<file path="config.mk">
export PLATFORM = sky130hd
export DESIGN_NAME = lm70_spi_reader
export DESIGN_NICKNAME = d
export VERILOG_FILES = /design/src/rtl/lm70_spi_reader_pkg.sv /design/src/rtl/lm70_spi_reader_sck_tick_gen.sv /design/src/rtl/lm70_spi_reader.sv
export SDC_FILE = /design/constraint.sdc
export NUM_CORES = 1
export LEC_CHECK = 0
export CORE_AREA = 2 2 105 66
export DETAILED_ROUTE_END_ITERATION = 10
export DIE_AREA = 0 0 107 68
export GPL_ROUTABILITY_DRIVEN = 0
export PLACE_DENSITY = 0.85
export SYNTH_ARGS = -nofsm -noshare
export SYNTH_HDL_FRONTEND = slang
export SYNTH_HIERARCHICAL = 1
export SYNTH_SLANG_ARGS = --single-unit
</file>
<file path="constraint.sdc">
create_clock -name i_clk -period 6.4 [get_ports i_clk]
set_input_delay 1.28 -clock i_clk [delete_from_list [all_inputs] [get_ports i_clk]]
set_output_delay 1.28 -clock i_clk [all_outputs]
set_load 0.1 [all_outputs]
</file>
<file path="src/rtl/lm70_spi_reader_pkg.sv">
// LM70 frame layout constants and reader FSM state encoding.
// Latency: n/a (declarations only).
// Backpressure: n/a.
package lm70_spi_reader_pkg;

  localparam int LM70_FRAME_BITS = 16;
  localparam int LM70_TEMP_BITS  = 11;
  localparam int LM70_TEMP_MSB   = 15;
  localparam int LM70_TEMP_LSB   = 5;
  localparam int LM70_STAT_MSB   = 4;
  localparam int LM70_STAT_LSB   = 2;
  localparam logic [2:0] LM70_STATUS_OK = 3'b111;

  typedef enum logic [2:0] {
    ST_IDLE     = 3'd0,
    ST_CS_SETUP = 3'd1,
    ST_SHIFT    = 3'd2,
    ST_CS_HOLD  = 3'd3,
    ST_UPDATE   = 3'd4
  } lm70_state_e;

  // A frame is trusted only when its three fixed status bits read back as ones.
  function automatic logic lm70_status_ok(input logic [LM70_FRAME_BITS-1:0] w);
    return w[LM70_STAT_MSB:LM70_STAT_LSB] == LM70_STATUS_OK;
  endfunction

endpackage

</file>
<file path="src/rtl/lm70_spi_reader_sck_tick_gen.sv">
// SCK half-period prescaler: one-cycle tick every HALF_DIV clocks while not cleared.
// Latency: first tick HALF_DIV cycles after i_clr drops.
// Backpressure: none; free-running while enabled.
module lm70_spi_reader_sck_tick_gen #(
  parameter int HALF_DIV = 250
) (
  input  logic i_clk,
  input  logic i_rst_n,
  input  logic i_clr,
  output logic o_tick
);

  localparam int CW = (HALF_DIV > 1) ? $clog2(HALF_DIV) : 1;
  localparam logic [CW-1:0] LAST = CW'(HALF_DIV - 1);

  logic [CW-1:0] r_cnt;

  // Count 0..HALF_DIV-1 and wrap; held at zero while cleared so each frame starts aligned.
  always_ff @(posedge i_clk or negedge i_rst_n) begin
    if (!i_rst_n) begin
      r_cnt <= '0;
    end else if (i_clr || (r_cnt == LAST)) begin
      r_cnt <= '0;
    end else begin
      r_cnt <= r_cnt + 1'b1;
    end
  end

  assign o_tick = (r_cnt == LAST);

endmodule

</file>
<file path="src/rtl/lm70_spi_reader.sv">
// LM70 SPI master: periodic 16-bit read frame, status check, publishes 11-bit temperature.
// Latency: TEMP_VALID one cycle after CS rises; frame CS-low time is HALF_DIV*34 clocks.
// Backpressure: none; downstream must accept the one-cycle TEMP_VALID strobe.
module lm70_spi_reader
  import lm70_spi_reader_pkg::*;
#(
  parameter int HALF_DIV      = 250,        // >= 4 so the SIO synchronizer settles within a low phase
  parameter int SAMPLE_PERIOD = 25_000_000  // must exceed the frame length
) (
  input  logic                      i_clk,
  input  logic                      i_rst_n,
  input  logic                      i_en,
  output logic                      o_sck,
  output logic                      o_cs,
  input  logic                      i_sio,
  output logic [LM70_TEMP_BITS-1:0] o_temp_q,
  output logic                      o_temp_valid,
  output logic                      o_frame_err,
  output logic                      o_busy
);

  localparam int PW = $clog2(SAMPLE_PERIOD);
  localparam logic [PW-1:0] PLAST = PW'(SAMPLE_PERIOD - 1);
  localparam int BW = $clog2(LM70_FRAME_BITS);
  localparam logic [BW-1:0] BLAST = BW'(LM70_FRAME_BITS - 1);

  lm70_state_e                r_state;
  logic [PW-1:0]              r_period_cnt;
  logic [BW-1:0]              r_bit_cnt;
  logic [LM70_FRAME_BITS-1:0] r_shift;
  logic                       r_sio_meta;
  logic                       r_sio_sync;
  logic                       r_sck;
  logic                       r_cs;
  logic                       r_busy;
  logic [LM70_TEMP_BITS-1:0]  r_temp_q;
  logic                       r_temp_valid;
  logic                       r_frame_err;

  logic w_period_wrap;
  logic w_tick;
  logic w_tick_clr;

  assign w_period_wrap = i_en && (r_period_cnt == PLAST);
  assign w_tick_clr    = (r_state == ST_IDLE);

  lm70_spi_reader_sck_tick_gen #(
    .HALF_DIV (HALF_DIV)
  ) u_tick (
    .i_clk   (i_clk),
    .i_rst_n (i_rst_n),
    .i_clr   (w_tick_clr),
    .o_tick  (w_tick)
  );

  // Two-flop synchronizer on SIO; the LM70 drives it off our SCK but it is still async to CLK.
  always_ff @(posedge i_clk or negedge i_rst_n) begin
    if (!i_rst_n) begin
      r_sio_meta <= 1'b0;
      r_sio_sync <= 1'b0;
    end else begin
      r_sio_meta <= i_sio;
      r_sio_sync <= r_sio_meta;
    end
  end

  // Frame-rate counter: runs while enabled, restarts from zero whenever EN is low.
  always_ff @(posedge i_clk or negedge i_rst_n) begin
    if (!i_rst_n) begin
      r_period_cnt <= '0;
    end else if (!i_en || w_period_wrap) begin
      r_period_cnt <= '0;
    end else begin
      r_period_cnt <= r_period_cnt + 1'b1;
    end
  end

  // Frame sequencer; every pin and result output is a register written here.
  always_ff @(posedge i_clk or negedge i_rst_n) begin
    if (!i_rst_n) begin
      r_state      <= ST_IDLE;
      r_bit_cnt    <= '0;
      r_shift      <= '0;
      r_sck        <= 1'b0;
      r_cs         <= 1'b1;
      r_busy       <= 1'b0;
      r_temp_q     <= '0;
      r_temp_valid <= 1'b0;
      r_frame_err  <= 1'b0;
    end else begin
      r_temp_valid <= 1'b0;
      case (r_state)
        ST_IDLE: begin
          r_sck <= 1'b0;
          r_cs  <= 1'b1;
          if (w_period_wrap) begin
            r_state   <= ST_CS_SETUP;
            r_cs      <= 1'b0;
            r_busy    <= 1'b1;
            r_bit_cnt <= '0;
          end
        end
        ST_CS_SETUP: begin
          if (w_tick) begin
            r_state <= ST_SHIFT;
          end
        end
        ST_SHIFT: begin
          if (w_tick) begin
            if (!r_sck) begin
              // Sample on our own rising edge; the LM70 changed SIO a half period earlier.
              r_sck   <= 1'b1;
              r_shift <= {r_shift[LM70_FRAME_BITS-2:0], r_sio_sync};
            end else begin
              r_sck <= 1'b0;
              if (r_bit_cnt == BLAST) begin
                r_state <= ST_CS_HOLD;
              end else begin
                r_bit_cnt <= r_bit_cnt + 1'b1;
              end
            end
          end
        end
        ST_CS_HOLD: begin
          if (w_tick) begin
            r_cs    <= 1'b1;
            r_busy  <= 1'b0;
            r_state <= ST_UPDATE;
          end
        end
        ST_UPDATE: begin
          // Bad status keeps the previous good reading and flags the frame.
          if (lm70_status_ok(r_shift)) begin
            r_temp_q     <= r_shift[LM70_TEMP_MSB:LM70_TEMP_LSB];
            r_temp_valid <= 1'b1;
            r_frame_err  <= 1'b0;
          end else begin
            r_frame_err  <= 1'b1;
          end
          r_state <= ST_IDLE;
        end
        default: begin
          r_state <= ST_IDLE;
          r_sck   <= 1'b0;
          r_cs    <= 1'b1;
          r_busy  <= 1'b0;
        end
      endcase
    end
  end

  assign o_sck        = r_sck;
  assign o_cs         = r_cs;
  assign o_busy       = r_busy;
  assign o_temp_q     = r_temp_q;
  assign o_temp_valid = r_temp_valid;
  assign o_frame_err  = r_frame_err;

endmodule

</file>
# Yosys cells after proc, flatten, opt, wreduce, memory -nomap -nowiden
# Index checks and enable logic that the tools add are counted.
[totals]
output_inout_bits = 16
regBits = 74
[op_classes]
muxes = 26
add_sub_neg = 3
bitwise_logic = 3
eq_ne = 15
n_reduce_logical = 15
[ops]
columns = ["op", "count"]
rows = [
  ["25-bit by 1-bit adder with 25-bit output, second input constant", 1],
  ["25-bit == test, second input constant", 1],
  ["25-bit two-way mux", 1],
  ["3-bit two-way mux", 6],
  ["4-bit two-way mux", 4],
  ["3-bit case mux with 4 select lines", 1],
  ["1-bit two-way mux", 9],
  ["8-bit by 1-bit adder with 8-bit output, second input constant", 1],
  ["8-bit == test, second input constant", 1],
  ["8-bit two-way mux", 1],
  ["2-bit != test, second input constant", 4],
  ["4-bit case mux with 2 select lines", 1],
  ["3-bit by 2-bit == test with 1-bit output, second input constant", 2],
  ["3-bit == test, second input constant", 2],
  ["2-bit by 1-bit != test with 1-bit output, second input constant", 3],
  ["1-bit case mux with 3 select lines", 2],
  ["2-bit AND reduction", 3],
  ["3-bit AND reduction", 2],
  ["6-bit AND reduction", 1],
  ["3-bit OR reduction", 2],
  ["5-bit AND reduction", 1],
  ["4-bit by 1-bit adder with 4-bit output, second input constant", 1],
  ["4-bit == test, second input constant", 1],
  ["3-bit by 1-bit == test with 1-bit output, second input constant", 1],
  ["7 further kinds", 10],
]

# Depth between registers and ports, before layout
[depth]
ltp_word = 5
mapped_depth = 8
ltp_nobuf = 8

# By module
# Netlist, hierarchy kept.
[modules_own_cells]
columns = ["module", "area_per_inst_um2", "cells_per_inst", "n_inst"]
rows = [
  ["lm70_spi_reader", 3039.2, 275, 1],
  ["lm70_spi_reader_sck_tick_gen", 422.9, 41, 1],
]

# Worst setup path after synthesis
# No wires, ideal clock.
[synth_path]
kind = "register -> output"
startpoint = "register r_sck, in the netlist o_sck"
endpoint = "output port o_sck"
stages_incl_launch_ff = 1
path_buffers = 0
arrival_time_ns = 0.978
path_slack_ns = 4.142
required_ns = 5.120
path_cell_list = "dfrtp_1"
[synth_lines]
columns = ["element", "line_no", "rtl"]
rows = [
  ["from (decl)", "lm70_spi_reader.sv:33", "logic r_sck;"],
  ["from (signal assigned)", "lm70_spi_reader.sv:84", "r_sck <= 1'b0;"],
  ["from (signal assigned)", "lm70_spi_reader.sv:94", "r_sck <= 1'b0;"],
  ["from (signal assigned)", "lm70_spi_reader.sv:112", "r_sck <= 1'b1;"],
  ["to (decl)", "lm70_spi_reader.sv:13", "output logic o_sck,"],
]
# No word-level cell between the ends.

# Worst setup path in the final report
[layout_path]
startpoint = "register r_cs, in the netlist o_cs"
endpoint = "output port o_cs"
[layout_lines]
columns = ["element", "line_no", "rtl"]
rows = [
  ["from (decl)", "lm70_spi_reader.sv:34", "logic r_cs;"],
  ["from (signal assigned)", "lm70_spi_reader.sv:85", "r_cs <= 1'b1;"],
  ["from (signal assigned)", "lm70_spi_reader.sv:95", "r_cs <= 1'b1;"],
  ["from (signal assigned)", "lm70_spi_reader.sv:98", "r_cs <= 1'b0;"],
  ["to (decl)", "lm70_spi_reader.sv:14", "output logic o_cs,"],
]
# No word-level cell between the ends.

==> metrics.md <==
| Metric | Value |
|---|---|
| Multi-input gate area | `1500 um2` |
| Status | `finished clean` |
| Total CTS buffers | `9` |
| Total power | `0.835 mW` |
| CP arrival | `1.99 ns` |
| Gr usage total | `0.186` |
| Worst R2R Setup Slack | `about 3.6 ns` |
| Max-cap viol count | `0` |
| Sequential fraction of the synthesis area | `0.535` |
| Vias per cell | `5.78` |
| Die Width | `between 100 and 150 um` |
| Critical Path Source | `o_cs` |
| Vias in the first global route | `2217` |
| Main combinational cell family by area after synthesis | `simple AND/OR/NAND/NOR gates` |
| Critical path required time | `5.12 ns` |
| CTS Buffer Depth | `2` |
| Root buffer cell | `clkbuf_8` |
| Critical Path Stages | `1` |
| I/O Buffers | `19` |
| FF-to-FF End | `r_shift[5]` |
| Resized cells post-CTS | `0` |
| Iteration-0 DRC Markers | `134` |
| Xor/xnor cell area share of the yosys netlist | `0.0379` |
| Finished Layout Cells | `roughly 430` |
| Synth Area in Compound Gates | `0.0994` |
| Pre-Repair DR Iteration Count | `5` |
| Initial Util | `0.539` |
| DRT Wirelength | `between 6000 and 7000 um` |
| Pin count of the biggest net entering global routing | `75` |
| Area share of fa/ha/maj cells after synthesis | `0.0145` |
| Commonest non-fill, non-tap cells in the layout | `dfrtp_1 (73), nor2_1 (30), mux2_2 (27), nand2_1 (21), clkdlybuf4s50_1 (18)` |
| Clock transition at path regs | `about 0.080 ns` |
| DIE AREA | `7280 um2` |
| LEAKAGE | `1.65 nW` |
| # setup viols final | `0` |
| Number of core rows | `23` |
| First-pass GRT wire length | `10500 um` |
| Final period util | `0.511` |
| Leading cell type in the layout, fill and taps excluded | `dfrtp_1` |
| Ys flop type | `dfrtp_1` |
| Die Y-Extent | `68 um` |
| Critical Path Start Type | `register` |
| Cells after DPL | `411` |
| Buf/Inv on CP | `1` |
| PnR worst setup slack | `3.13 ns` |
| Hold_buf cts | `0` |
| Area delta synth->final | `12.4%` |
| Seq pwr share | `0.565` |
| Final Hold Vio Count | `0` |
| Final Max Slew Viols | `0` |
| Clock Latency Late Sink | `0.34 ns` |
| Layout Skew | `approximately 0.0087 ns` |
| Crit path time final | `about 3.3 ns` |
| Post-synthesis mux area share | `0.0907` |
| Worst slew margin | `0.166` |
| CP endpoint kind | `output port` |
| Synthesized area | `3460 um2` |
| Logic pwr share | `0.019` |
| Count of different cell masters after synthesis | `52` |
| Slowest CP cell | `clkdlybuf4s50_1` |
| Core area | `between 6000 and 7000 um2` |
| Worst R2R Path Depth | `7` |
| WHS | `0.359 ns` |
| Avg WL per Cell | `14.7 um` |
| Fin Setup TNS | `0 ns` |
| Maximum level of the CTS H-tree | `3` |
| Total number of vias | `2467` |
| Worst min-delay path category | `register to register` |
| Grt total ovfl | `0` |
| Post-Synthesis Cells | `316` |
| Avg Cell Area, Syn | `11.0 um2` |
| Async S/R FF share, synth | `1.00` |
| Dpl ws | `3.49 ns` |
| Sw frac | `0.217` |
| Share of layout cells above drive strength 1 | `0.176` |
| Post-Synth Simple-Gate Area | `0.190` |
| DRC viols | `0` |
| Clock Sinks | `74` |
| RR Startpoint | `u_tick/r_cnt[1]` |
| Sequential cell area | `1850 um2` |
| Antenna Nets Post-Route | `0` |
| RSZ-0062 raised after global routing | `no` |
| Antenna violations before repair | `0` |
| Dpl hpwl | `4280 um` |
| Max VDD drop | `0.104 mV` |
| Net switching power | `0.181 mW` |
| Pint | `0.653 mW` |
| CTS tree | `yes` |
| Crit path max fanout | `2` |
| PwrDens | `214 nW/um2` |
| Max Fclk | `just over 300 MHz` |
| Setup Fix Bufs, Post-CTS | `0` |
| Crit path to | `o_cs` |
| Top cell family by delay on the critical path | `buffers and inverters` |
| Synthesized Nets | `approximately 320` |
| Kind of critical path | `register to output port` |
| Sequence of cells on the critical path | `clkdlybuf4s50_1` |
| Ant. Diodes | `0` |
| Worst path max stage delay | `about 1.1 ns` |
| Filler cells | `499` |
| Synth warn | `6` |
| Post-synth EDFFs | `0` |
| Seq cells post-synth | `74` |
| Clock power frac | `0.416` |
| Worst-margin pin slew | `approximately 1.2 ns` |
| # nets final | `about 340` |
| # IOs | `20` |
kinds of logic (layout without fill, tap and decap cells):
family | after synthesis | in the layout
AOI/OAI and AO/OA | 51 | 51
DFF | 74 | 74
and+or+nand+nor | 119 | 119
muxes | 28 | 28
xor gates and xnor gates | 15 | 15
adders and majority gates | 4 | 4
buffers and inverters | 25 | 49
metrics by stage:
stage	util	area, um2
3_5_place_dp	0.577	3700
2_1_floorplan	-	3460
3_3_place_gp	0.577	3700
6_report	0.607	3890
5_1_grt	0.607	3890
4_1_cts	0.607	3890
area by class of cell:
cell class	count	share of cell area
clock buffer	10	0.0328
clock inverter	6	0.0167
multi-input combinational	217	0.384
tap	87	0.0280
sequential	74	0.476
inverter	13	0.0125
timing repair buffer	20	0.0495
registers in the layout, summed over array words and instances (netlist names), 3 cells and up:
signal / count
r_state: 3
r_period_cnt: 25
o_temp_q: 11
r_bit_cnt: 4
r_shift: 16
u_tick/r_cnt: 8
layer usage:
| layer | vias to the layer above | global-route usage | wire length, um |
|---|---|---|---|
| li1 | 1189 | - | - |
| met1 | 1226 | 0.266 | 3140 |
| met2 | 50 | 0.275 | 2870 |
| met3 | 2 | 0.0552 | 249 |
| met4 | 0 | 0.0649 | 23 |
| met5 | - | 0 | 0 |
power groups by stage:
| stage | clock network [mW] | registers, mW | logic, mW |
|---|---|---|---|
| after floorplan | 0 | 0.480 | 0.00524 |
| after global placement | 0 | 0.481 | 0.0166 |
| after detailed placement | 0 | 0.481 | 0.0167 |
| after CTS | 0.360 | 0.472 | 0.0167 |
| after global routing | 0.376 | 0.472 | 0.0196 |
| final | 0.347 | 0.472 | 0.0159 |
how the worst min path moves through the flow:
stage	startpoint	endpoint	cells after the start
global route	r_sio_meta	r_sio_sync	0
finish	r_sio_meta	r_sio_sync	0
detailed placement	r_sio_meta	r_sio_sync	0
global placement	r_sio_meta	r_sio_sync	0
floorplan	r_sio_meta	r_sio_sync	0
CTS	r_sio_meta	r_sio_sync	0
synthesized netlist by cell type (all sizes together) (5+ instances only):
library cell	number	area, um2
dfrtp	73	1830
nor2	30	113
mux2	27	304
nand2	21	78.8
a21oi	17	85.1
nand3	16	92.6
inv	13	48.8
or4	10	86.3
xnor2	10	87.6
and3	8	52.6
nor3	7	40.0
o31ai	7	52.6
buf	6	41.3
clkbuf	6	22.5
nand4	6	37.5
o21ai	6	33.8
nor4	5	31.3
xor2	5	43.8
Power figures use the tool's default switching activity.
